<file path="config.mk">
export PLATFORM = sky130hd
export DESIGN_NAME = opb_swreg_bank
export DESIGN_NICKNAME = d
export VERILOG_FILES = /design/src/rtl/opb_swreg_pkg.sv /design/src/rtl/opb_swreg_bank_if.sv /design/src/rtl/opb_swreg_slave.sv /design/src/rtl/opb_swreg_bank.sv
export SDC_FILE = /design/constraint.sdc
export NUM_CORES = 1
export LEC_CHECK = 0
export ABC_AREA = 1
export CORE_MARGIN = 1
export CORE_UTILIZATION = 30
export DETAILED_ROUTE_END_ITERATION = 10
export GPL_ROUTABILITY_DRIVEN = 0
export PLACE_DENSITY_LB_ADDON = 0.15
export SETUP_SLACK_MARGIN = 0.15
export SLEW_MARGIN = 5
export SYNTH_ARGS = -nofsm -noshare
export SYNTH_HDL_FRONTEND = slang
export SYNTH_SLANG_ARGS = --single-unit
</file>
<file path="constraint.sdc">
create_clock -name OPB_Clk -period 2.9 [get_ports OPB_Clk]
set_input_delay 0.58 -clock OPB_Clk [delete_from_list [all_inputs] [get_ports OPB_Clk]]
set_output_delay 0.58 -clock OPB_Clk [all_outputs]
set_load 0.02 [all_outputs]
</file>
<file path="src/rtl/opb_swreg_pkg.sv">
// Shared constants, FSM encoding and byte-lane helper for the OPB software register bank.
// Latency: none (declarations only).
// Backpressure: n/a.
package opb_swreg_pkg;

    localparam int CTRL_OFFSET = 16;
    localparam int COMMIT_BIT  = 0;
    localparam int PENDING_BIT = 31;
    localparam int MAX_REGS    = 16;

    typedef enum logic {
        ST_IDLE = 1'b0,
        ST_ACK  = 1'b1
    } slv_state_t;

    // be[3] is OPB_BE[0], the lane carrying data bits 31:24
    function automatic logic [31:0] be_mask(input logic [3:0] be);
        return {{8{be[3]}}, {8{be[2]}}, {8{be[1]}}, {8{be[0]}}};
    endfunction

endpackage

</file>
<file path="src/rtl/opb_swreg_bank_if.sv">
// OPB master/slave transfer signals, numeric bit order (bit 31 = OPB bit 0).
// Latency: none (wiring only).
// Backpressure: slave answers each select with one xfer_ack, never retries.
interface opb_swreg_bank_if;

    logic [31:0] abus;
    logic [3:0]  be;
    logic [31:0] dbus;
    logic        rnw;
    logic        select;
    logic        seq_addr;
    logic [31:0] sl_dbus;
    logic        xfer_ack;
    logic        err_ack;
    logic        retry;
    logic        tout_sup;

    modport master (
        output abus, be, dbus, rnw, select, seq_addr,
        input  sl_dbus, xfer_ack, err_ack, retry, tout_sup
    );

    modport slave (
        input  abus, be, dbus, rnw, select, seq_addr,
        output sl_dbus, xfer_ack, err_ack, retry, tout_sup
    );

endinterface

</file>
<file path="src/rtl/opb_swreg_slave.sv">
// OPB slave handshake: address decode, IDLE/ACK FSM, capture of the access and Sl_* drive.
// Latency: ack one cycle after the hit; write strobe to the register file during the ack cycle.
// Backpressure: none; every in-range select is acked, out-of-range ones are ignored.
module opb_swreg_slave
    import opb_swreg_pkg::*;
#(
    parameter logic [31:0] C_BASEADDR = 32'h01001000,
    parameter logic [31:0] C_HIGHADDR = 32'h010010FF
) (
    input  logic                 clk,
    input  logic                 rst_n,
    opb_swreg_bank_if.slave      bus,
    output logic                 wr_vld,
    output logic [31:0]          acc_off,
    output logic [31:0]          wr_dat,
    output logic [3:0]           wr_be,
    input  logic [31:0]          rd_dat
);

    slv_state_t state, state_nxt;
    logic       hit;
    logic       rnw_q;
    logic       unused_seq;

    assign hit        = bus.select && (bus.abus >= C_BASEADDR) && (bus.abus <= C_HIGHADDR);
    assign unused_seq = bus.seq_addr;

    always_ff @(posedge clk or negedge rst_n) begin
        if (!rst_n) begin
            state   <= ST_IDLE;
            acc_off <= '0;
            wr_dat  <= '0;
            wr_be   <= '0;
            rnw_q   <= 1'b0;
        end else begin
            state <= state_nxt;
            if (state == ST_IDLE && hit) begin
                acc_off <= (bus.abus - C_BASEADDR) >> 2;
                wr_dat  <= bus.dbus;
                wr_be   <= bus.be;
                rnw_q   <= bus.rnw;
            end
        end
    end

    always_comb begin
        state_nxt    = state;
        bus.xfer_ack = 1'b0;
        bus.sl_dbus  = '0;
        wr_vld       = 1'b0;
        case (state)
            ST_IDLE: begin
                if (hit) state_nxt = ST_ACK;
            end
            ST_ACK: begin
                state_nxt    = ST_IDLE;
                bus.xfer_ack = 1'b1;
                wr_vld       = !rnw_q;
                if (rnw_q) bus.sl_dbus = rd_dat;
            end
            default: state_nxt = ST_IDLE;
        endcase
    end

    assign bus.err_ack  = 1'b0;
    assign bus.retry    = 1'b0;
    assign bus.tout_sup = 1'b0;

endmodule

</file>
<file path="src/rtl/opb_swreg_bank.sv">
// Bank of software-written registers on OPB, optionally shadowed behind a CTRL commit.
// Latency: register write at end of ack cycle; outputs and user_strobe change two cycles after the hit.
// Backpressure: none; user_strobe is a fire-and-forget single-cycle pulse.
module opb_swreg_bank
    import opb_swreg_pkg::*;
#(
    parameter logic [31:0] C_BASEADDR    = 32'h01001000,
    parameter logic [31:0] C_HIGHADDR    = 32'h010010FF,
    parameter int          C_NUM_REGS    = 4,
    parameter int          C_REG_WIDTH   = 32,
    parameter int          C_SHADOWED    = 1,
    parameter logic [31:0] C_RESET_VALUE = 32'h0
) (
    input  logic                              OPB_Clk,
    input  logic                              OPB_Rst_n,
    input  logic [0:31]                       OPB_ABus,
    input  logic [0:3]                        OPB_BE,
    input  logic [0:31]                       OPB_DBus,
    input  logic                              OPB_RNW,
    input  logic                              OPB_select,
    input  logic                              OPB_seqAddr,
    output logic [0:31]                       Sl_DBus,
    output logic                              Sl_xferAck,
    output logic                              Sl_errAck,
    output logic                              Sl_retry,
    output logic                              Sl_toutSup,
    output logic [C_NUM_REGS*C_REG_WIDTH-1:0] user_data_out,
    output logic [C_NUM_REGS-1:0]             user_strobe
);

    typedef logic [C_REG_WIDTH-1:0] reg_t;
    localparam reg_t RST_VAL = C_RESET_VALUE[C_REG_WIDTH-1:0];

    opb_swreg_bank_if bus ();

    // Port vectors are [0:31]; assignment keeps numeric value, so OPB bit 0 lands on bit 31
    assign bus.abus     = OPB_ABus;
    assign bus.be       = OPB_BE;
    assign bus.dbus     = OPB_DBus;
    assign bus.rnw      = OPB_RNW;
    assign bus.select   = OPB_select;
    assign bus.seq_addr = OPB_seqAddr;
    assign Sl_DBus      = bus.sl_dbus;
    assign Sl_xferAck   = bus.xfer_ack;
    assign Sl_errAck    = bus.err_ack;
    assign Sl_retry     = bus.retry;
    assign Sl_toutSup   = bus.tout_sup;

    logic        wr_vld;
    logic [31:0] acc_off;
    logic [31:0] wr_dat;
    logic [3:0]  wr_be;
    logic [31:0] rd_dat;

    opb_swreg_slave #(
        .C_BASEADDR (C_BASEADDR),
        .C_HIGHADDR (C_HIGHADDR)
    ) u_slave (
        .clk     (OPB_Clk),
        .rst_n   (OPB_Rst_n),
        .bus     (bus),
        .wr_vld  (wr_vld),
        .acc_off (acc_off),
        .wr_dat  (wr_dat),
        .wr_be   (wr_be),
        .rd_dat  (rd_dat)
    );

    reg_t                  shadow_q [C_NUM_REGS];
    reg_t                  out_q    [C_NUM_REGS];
    logic [C_NUM_REGS-1:0] dirty_q;
    logic [31:0]           wr_mask;
    reg_t                  wr_dat_w;
    reg_t                  wr_mask_w;
    logic                  commit;
    logic                  unused_bits;

    assign wr_mask     = be_mask(wr_be);
    assign wr_dat_w    = wr_dat[C_REG_WIDTH-1:0];
    assign wr_mask_w   = wr_mask[C_REG_WIDTH-1:0];
    assign unused_bits = ^{wr_dat, wr_mask};
    assign commit      = (C_SHADOWED != 0) && wr_vld && (acc_off == 32'(CTRL_OFFSET))
                         && wr_be[0] && wr_dat[COMMIT_BIT];

    always_ff @(posedge OPB_Clk or negedge OPB_Rst_n) begin
        if (!OPB_Rst_n) begin
            for (int i = 0; i < C_NUM_REGS; i++) begin
                shadow_q[i] <= RST_VAL;
                out_q[i]    <= RST_VAL;
            end
            dirty_q     <= '0;
            user_strobe <= '0;
        end else begin
            user_strobe <= '0;
            for (int i = 0; i < C_NUM_REGS; i++) begin
                if (wr_vld && (acc_off == 32'(i))) begin
                    if (C_SHADOWED != 0) begin
                        shadow_q[i] <= (shadow_q[i] & ~wr_mask_w) | (wr_dat_w & wr_mask_w);
                        dirty_q[i]  <= 1'b1;
                    end else begin
                        out_q[i]       <= (out_q[i] & ~wr_mask_w) | (wr_dat_w & wr_mask_w);
                        user_strobe[i] <= 1'b1;
                    end
                end
                // A commit and a register write never share a cycle: they target different offsets
                if (commit && dirty_q[i]) begin
                    out_q[i]       <= shadow_q[i];
                    user_strobe[i] <= 1'b1;
                    dirty_q[i]     <= 1'b0;
                end
            end
        end
    end

    always_comb begin
        rd_dat = '0;
        for (int i = 0; i < C_NUM_REGS; i++) begin
            if (acc_off == 32'(i)) rd_dat = 32'((C_SHADOWED != 0) ? shadow_q[i] : out_q[i]);
        end
        if ((C_SHADOWED != 0) && (acc_off == 32'(CTRL_OFFSET))) begin
            rd_dat[PENDING_BIT]    = |dirty_q;
            rd_dat[C_NUM_REGS-1:0] = dirty_q;
        end
    end

    for (genvar g = 0; g < C_NUM_REGS; g++) begin : g_out
        assign user_data_out[g*C_REG_WIDTH +: C_REG_WIDTH] = out_q[g];
    end

endmodule

</file>
# [Word-level counts from Yosys, hierarchy flattened]
# Cells that the tools add are included.
[totals] output_inout_bits=168 elab_cells=81 reg_bits=332
[classes] eq_ne=4 bitwise=11 n_addsub=1 n_reduce_logical=21 mux=24 order_cmp=2
[ops] cell="two-way mux 32 bit" count=6
[ops] cell="bitwise AND 32 bit" count=5
[ops] cell="OR 32 bit" count=4
[ops] cell="equality test 30 x 2 -> 1 bit, second input constant" count=2
[ops] cell="greater-or-equal comparator 32 x 25 -> 1 bit, second input constant" count=1
[ops] cell="less-or-equal comparator 32 x 25 -> 1 bit, second input constant" count=1
[ops] cell="zero test 32 bit" count=1
[ops] cell="inverter 32 bit" count=1
[ops] cell="subtractor 32 x 25 -> 32 bit, second input constant" count=1
[ops] cell="equality test 30 x 1 -> 1 bit, second input constant" count=1
[ops] cell="equality test 30 x 5 -> 1 bit, second input constant" count=1
[ops] cell="two-way mux 1 bit" count=16
[ops] cell="logical AND 1 bit" count=14
[ops] cell="nonzero test 2 bit" count=4
[ops] cell="two-way mux 4 bit" count=1
[ops] cell="OR reduction 4 bit" count=1
[ops] cell="case mux 1 bit (2 select lines)" count=1
[ops] cell="zero test 1 bit" count=1
[ops] cell="inverter 1 bit" count=1

# [Depth between registers and ports, before layout]
[logic_depth] word_depth=8 mapped_depth=13 mapped_depth_nobuf=12

# [Cells and area by module]
# A second synthesis with hierarchy kept.
[unflattened] cells_unflattened=1800 hier_area_um2=14590.2
[by_module_without_submodules] mod="opb_swreg_bank" area_per_inst_um2=11350.9 seq_area_each_um2=6606.3 instances=1 cells_each=1352
[by_module_without_submodules] mod="opb_swreg_slave" area_per_inst_um2=3239.4 seq_area_each_um2=1701.6 instances=1 cells_each=448

# [Worst setup path before layout]
# No wires, ideal clock.
[synth_path] path_kind="register to output" from="register u_slave.acc_off[9]" to="output Sl_DBus[10] (netlist bit)" t_arrival_ns=1.848 path_buffers=1 path_stages_with_launch=9 setup_slack_ns=0.472 path_cell_list="dfrtp_1 > nor2_1 > nand2_1 > nor2_4 > inv_2 > nor3_2 > nand2_1 > clkbuf_1 > a31oi_1"
[synth_between] elab_chain_cells=7 word_cells_on_any_way=10 classes_between="3 x eq/ne; 6 x mux; 1 x reduce/logical"
[synth_lines] item="start: declaration" line_no="opb_swreg_slave.sv:14" text="output logic [31:0] acc_off,"
[synth_lines] item="start signal: assignment" line_no="opb_swreg_slave.sv:38" text="acc_off <= (bus.abus - C_BASEADDR) >> 2;"
[synth_lines] item="zero test 32 bit" line_no="opb_swreg_bank.sv:118" text="if (acc_off == 32'(i)) rd_dat = 32'((C_SHADOWED != 0) ? shadow_q[i] : out_q[i]);"
[synth_lines] item="two-way mux 32 bit (3 in a row)" line_no="opb_swreg_bank.sv:118"
[synth_lines] item="two-way mux 32 bit (*)" line_no="opb_swreg_bank.sv:118"
[synth_lines] item="two-way mux 32 bit (*)" line_no="opb_swreg_slave.sv:59" text="if (rnw_q) bus.sl_dbus = rd_dat;"
[synth_lines] item="two-way mux 32 bit (*)" line_no="opb_swreg_slave.sv:51" text="case (state)"
[synth_lines] item="end: declaration" line_no="opb_swreg_bank.sv:22" text="output logic [0:31] Sl_DBus,"
# Mark *: on every way between the ends. The rest lies on a longest branch, timed or not.

# [Worst setup path in the final report]
[layout_path] from="register u_slave.acc_off[6]" to="output Sl_DBus[14] (netlist bit)"
# Same word-level chain as after synthesis.

==> run_results.csv <==
group,metric,value,unit
status,status,"complete, but fails checks",
status,violations,"setup timing",
sta,relSlewSlack,54.0,%
grt,grt-ovfl-total,0,
grt,grt_pass1_vias,12400,
power_and_ir_drop,p_int,7640,uW
sta,fin_worst_skew,0.0190,ns
setup_path,crit_required,2.32,ns
grt,grt_pass1_wl,73100,um
routing,dr.pass1.iters,7,
setup_path,cp_max_fo,4,
grt,track_usage,19.2,%
power_and_ir_drop,power.leakage,0.0112,uW
place,post-place-ws,-0.272,ns
sta,hold_violations,0,
sta,fin_crit,3.17,ns
sta,rsz0062_at_grt,"yes",
yosys,netlist_area,14900,um2
setup_path,max_stage_delay,0.38,ns
routing,drt_iter0_drc,873,
place,dp_hpwl,32200,um
power_and_ir_drop,ir_drop,0.000382,V
routing,num_vias,12400,
setup_path,cp.arrival,2.59,ns
sta,clock.fmax,0.316,GHz
setup_path,critPathCaptureType,"output pin",
cells_and_area,diodes,0,
cells_and_area,nFillCells,4884,
floorplanning,core,49000,um2
sta,finalCritPeriodShare,109,%
power_and_ir_drop,combPwrFrac,2.6,%
floorplanning,die-area,50500,um2
yosys,synth_cells,1811,
setup_path,path_class,"reg -> out",
place,dp_cells,2721,
cells_and_area,final_util,42.6,%
floorplanning,initial_utilization,30.4,%
setup_path,path_cells,"nor2_2, nand2_2, buf_6, nor2_4, nand2_2, nor2_4, buf_12, buf_12, buf_16, buf_6, nand2_2, nand4_1, nand2_1, nor2_1, buf_4",
cells_and_area,final_nets,2204,
sta,drv_slew,0,
yosys,yosysWarnings,0,
setup_path,r2r-start,"u_slave.acc_off[27]",
clock_network,clockRootBuffer,"clkbuf_16",
floorplanning,num_io_pins,241,
sta,setup_slack,-0.269,ns
hold_path,hp-class,"in -> async",
clock_network,numCtsBuffers,41,
flow_run,maxCapViolations,0,
routing,routed_wirelength,47400,um
clock_network,cts_tree,"yes",
clock_network,cts.sinks,332,
yosys,synth_cell_types,34,
sta,setup_viol,32,
floorplanning,die_h,225,um
setup_path,startpoint_type,"register",
clock_network,clkTransAtPathRegs,0.06,ns
floorplanning,fp.dieW,225,um
place,port_buffers,236,
power_and_ir_drop,sw_frac_of_total,21.6,%
setup_path,critical-path-slowest-cell,"dfrtp_1",
floorplanning,rows,81,
routing,wire_per_inst,16.8,um
clock_network,h-tree-depth,2,
yosys,ys_seq_area_share,55.9,%
clock_network,cts_max_path_buffers,3,
yosys,syn_avg_cell_area,8.21,um2
cells_and_area,stdcell_count,2818,
routing,drc_errors,0,
setup_path,crit_start,"u_slave.acc_off[6]",
routing,ant_nets,0,
power_and_ir_drop,p_sw,2100,uW
yosys,ys_ff_latch,332,
grt,antenna_found_initial,4,
sta,finalSetupTns,-6.80,ns
clock_network,insertion_delay,0.56,ns
setup_path,crit_top_cell,"nand2_2",
clock_network,ctsHoldBuffers,0,
power_and_ir_drop,total_power,9740,uW
cells_and_area,areaGrowthSynthToFinish,40.1,%
routing,vias_per_cell,4.40,
grt,grt_max_degree,77,
power_and_ir_drop,p_seq_share,47.6,%
power_and_ir_drop,power_density,468,nW/um2
power_and_ir_drop,p_clk_share,49.8,%
cells_and_area,drive_above_1_share,16.6,%
sta,tightest_slew,0.690,ns
-- metrics by stage --
step           hold WS, ns  cell area (um2)
5_1_grt             0.0472            20800
3_3_place_gp         0.466            18700
6_report            0.0160            20800
3_5_place_dp         0.467            18700
4_1_cts             0.0458            20400
2_1_floorplan        0.284            14900
-- repair_timing --
action / CTS / global route
pin swaps: 20 / 27
endpoints found under the setup margin: 32 / 45
cloned: 3 / 0
buffers inserted: 21 / 5
gates resized for setup: 210 / 111
-- power by group through the flow --
stage / clock network, uW / logic, uW / registers, uW
floorplan: 0 / 25.7 / 4720
global placement: 0 / 267 / 4720
detailed placement: 0 / 268 / 4720
CTS: 5000 / 269 / 4630
global route: 5180 / 290 / 4630
finish: 4850 / 257 / 4640
-- cell type report --
| cell class | count | area [um2] | share of cell area, % |
|---|---|---|---|
| flip-flops and latches | 332 | 8310 | 39.9 |
| multi-input cells | 1011 | 5270 | 25.3 |
| repair buffers | 355 | 3700 | 17.7 |
| inverters | 388 | 1460 | 6.99 |
| clock buffers | 60 | 1220 | 5.86 |
| well taps | 664 | 831 | 3.99 |
| clock inverters | 8 | 43.8 | 0.210 |
-- synth_stat cells --
library cell	n	area [um2]
nor4_4	2	42.5
o21ai_1	12	60.1
conb_1	1	3.75
a21boi_0	1	7.51
nand4_1	9	56.3
nor3_1	4	20.0
inv_1	385	1450
nand3b_1	1	7.51
and3b_1	1	8.76
nor4_1	5	31.3
nor2_1	46	173
nand4_2	1	12.5
buf_2	38	190
xor2_1	1	8.76
clkbuf_1	36	135
dfrtp_1	332	8310
nand2_2	2	12.5
nor2_2	3	18.8
o31ai_1	1	7.51
o21ai_0	291	1460
buf_1	1	3.75
nor3_2	3	30.0
nor2_4	2	22.5
xnor2_1	1	8.76
nand2_4	4	45.0
ha_1	2	25.0
inv_2	3	11.3
buf_6	4	45.0
a21oi_1	5	25.0
a31oi_1	24	150
buf_4	3	22.5
o21ai_2	32	280
nand3_1	88	440
nand2_1	467	1750
-- layout by cell type (no fill, tap or decap), types with 7 or more instances in the layout --
cell / count
o21ai_1: 19
clkbuf_1: 9
clkbuf_16: 43
nand4_1: 9
nor2_1: 35
a31oi_2: 10
dfrtp_1: 332
nand3_2: 9
o21ai_2: 35
buf_12: 28
clkbuf_8: 8
nand3_1: 75
nor2_4: 11
a31oi_4: 12
clkinv_2: 7
buf_6: 28
nand2_2: 28
o21ai_0: 281
inv_2: 13
nand2_4: 10
buf_4: 92
clkdlybuf4s50_1: 203
nand2_1: 435
inv_1: 375
-- worst paths after layout --
check | endpoint | slack [ns] | cells after the start
worst min register to register | u_slave.acc_off[18] | 0.48 | 2
max in group asynchronous | asynchronous set/reset pin | 2.09 | 2
worst max-delay path | Sl_DBus[14] | -0.27 | 15
worst min-delay path | user_data_out[24] | 0.02 | 1
min in group OPB_Clk | u_slave.acc_off[18] | 0.48 | 2
worst max register to register | user_data_out[88] | 0.44 | 13
-- worst max-delay path, delay by kind of cell, from the launching register on --
| family | cells | cell delay [ns] |
|---|---|---|
| buffers and inverters | 6 | 0.74 |
| AND/OR/NAND/NOR | 9 | 0.89 |
| flip-flops | 1 | 0.38 |
-- per-layer routing --
metal	track usage (%)	vias up	share of wire [%]
li1	-	6217	-
met1	26.1	5818	45
met2	31.4	305	47
met3	3.55	59	5.3
met4	4.92	2	2.1
met5	0	-	0.027
-- cells by family (layout without fill, tap and decap cells) --
family | Yosys count | count (layout) | synth area share, %
buf+inv | 470 | 811 | 12.5
compound gates | 366 | 366 | 13.4
flops | 332 | 332 | 55.9
xor+xnor | 2 | 2 | 0.118
other cells | 1 | 3 | 0.0252
fa+ha+maj | 2 | 2 | 0.168
simple gates | 638 | 638 | 18.0
Power figures use the tool's default switching activity.
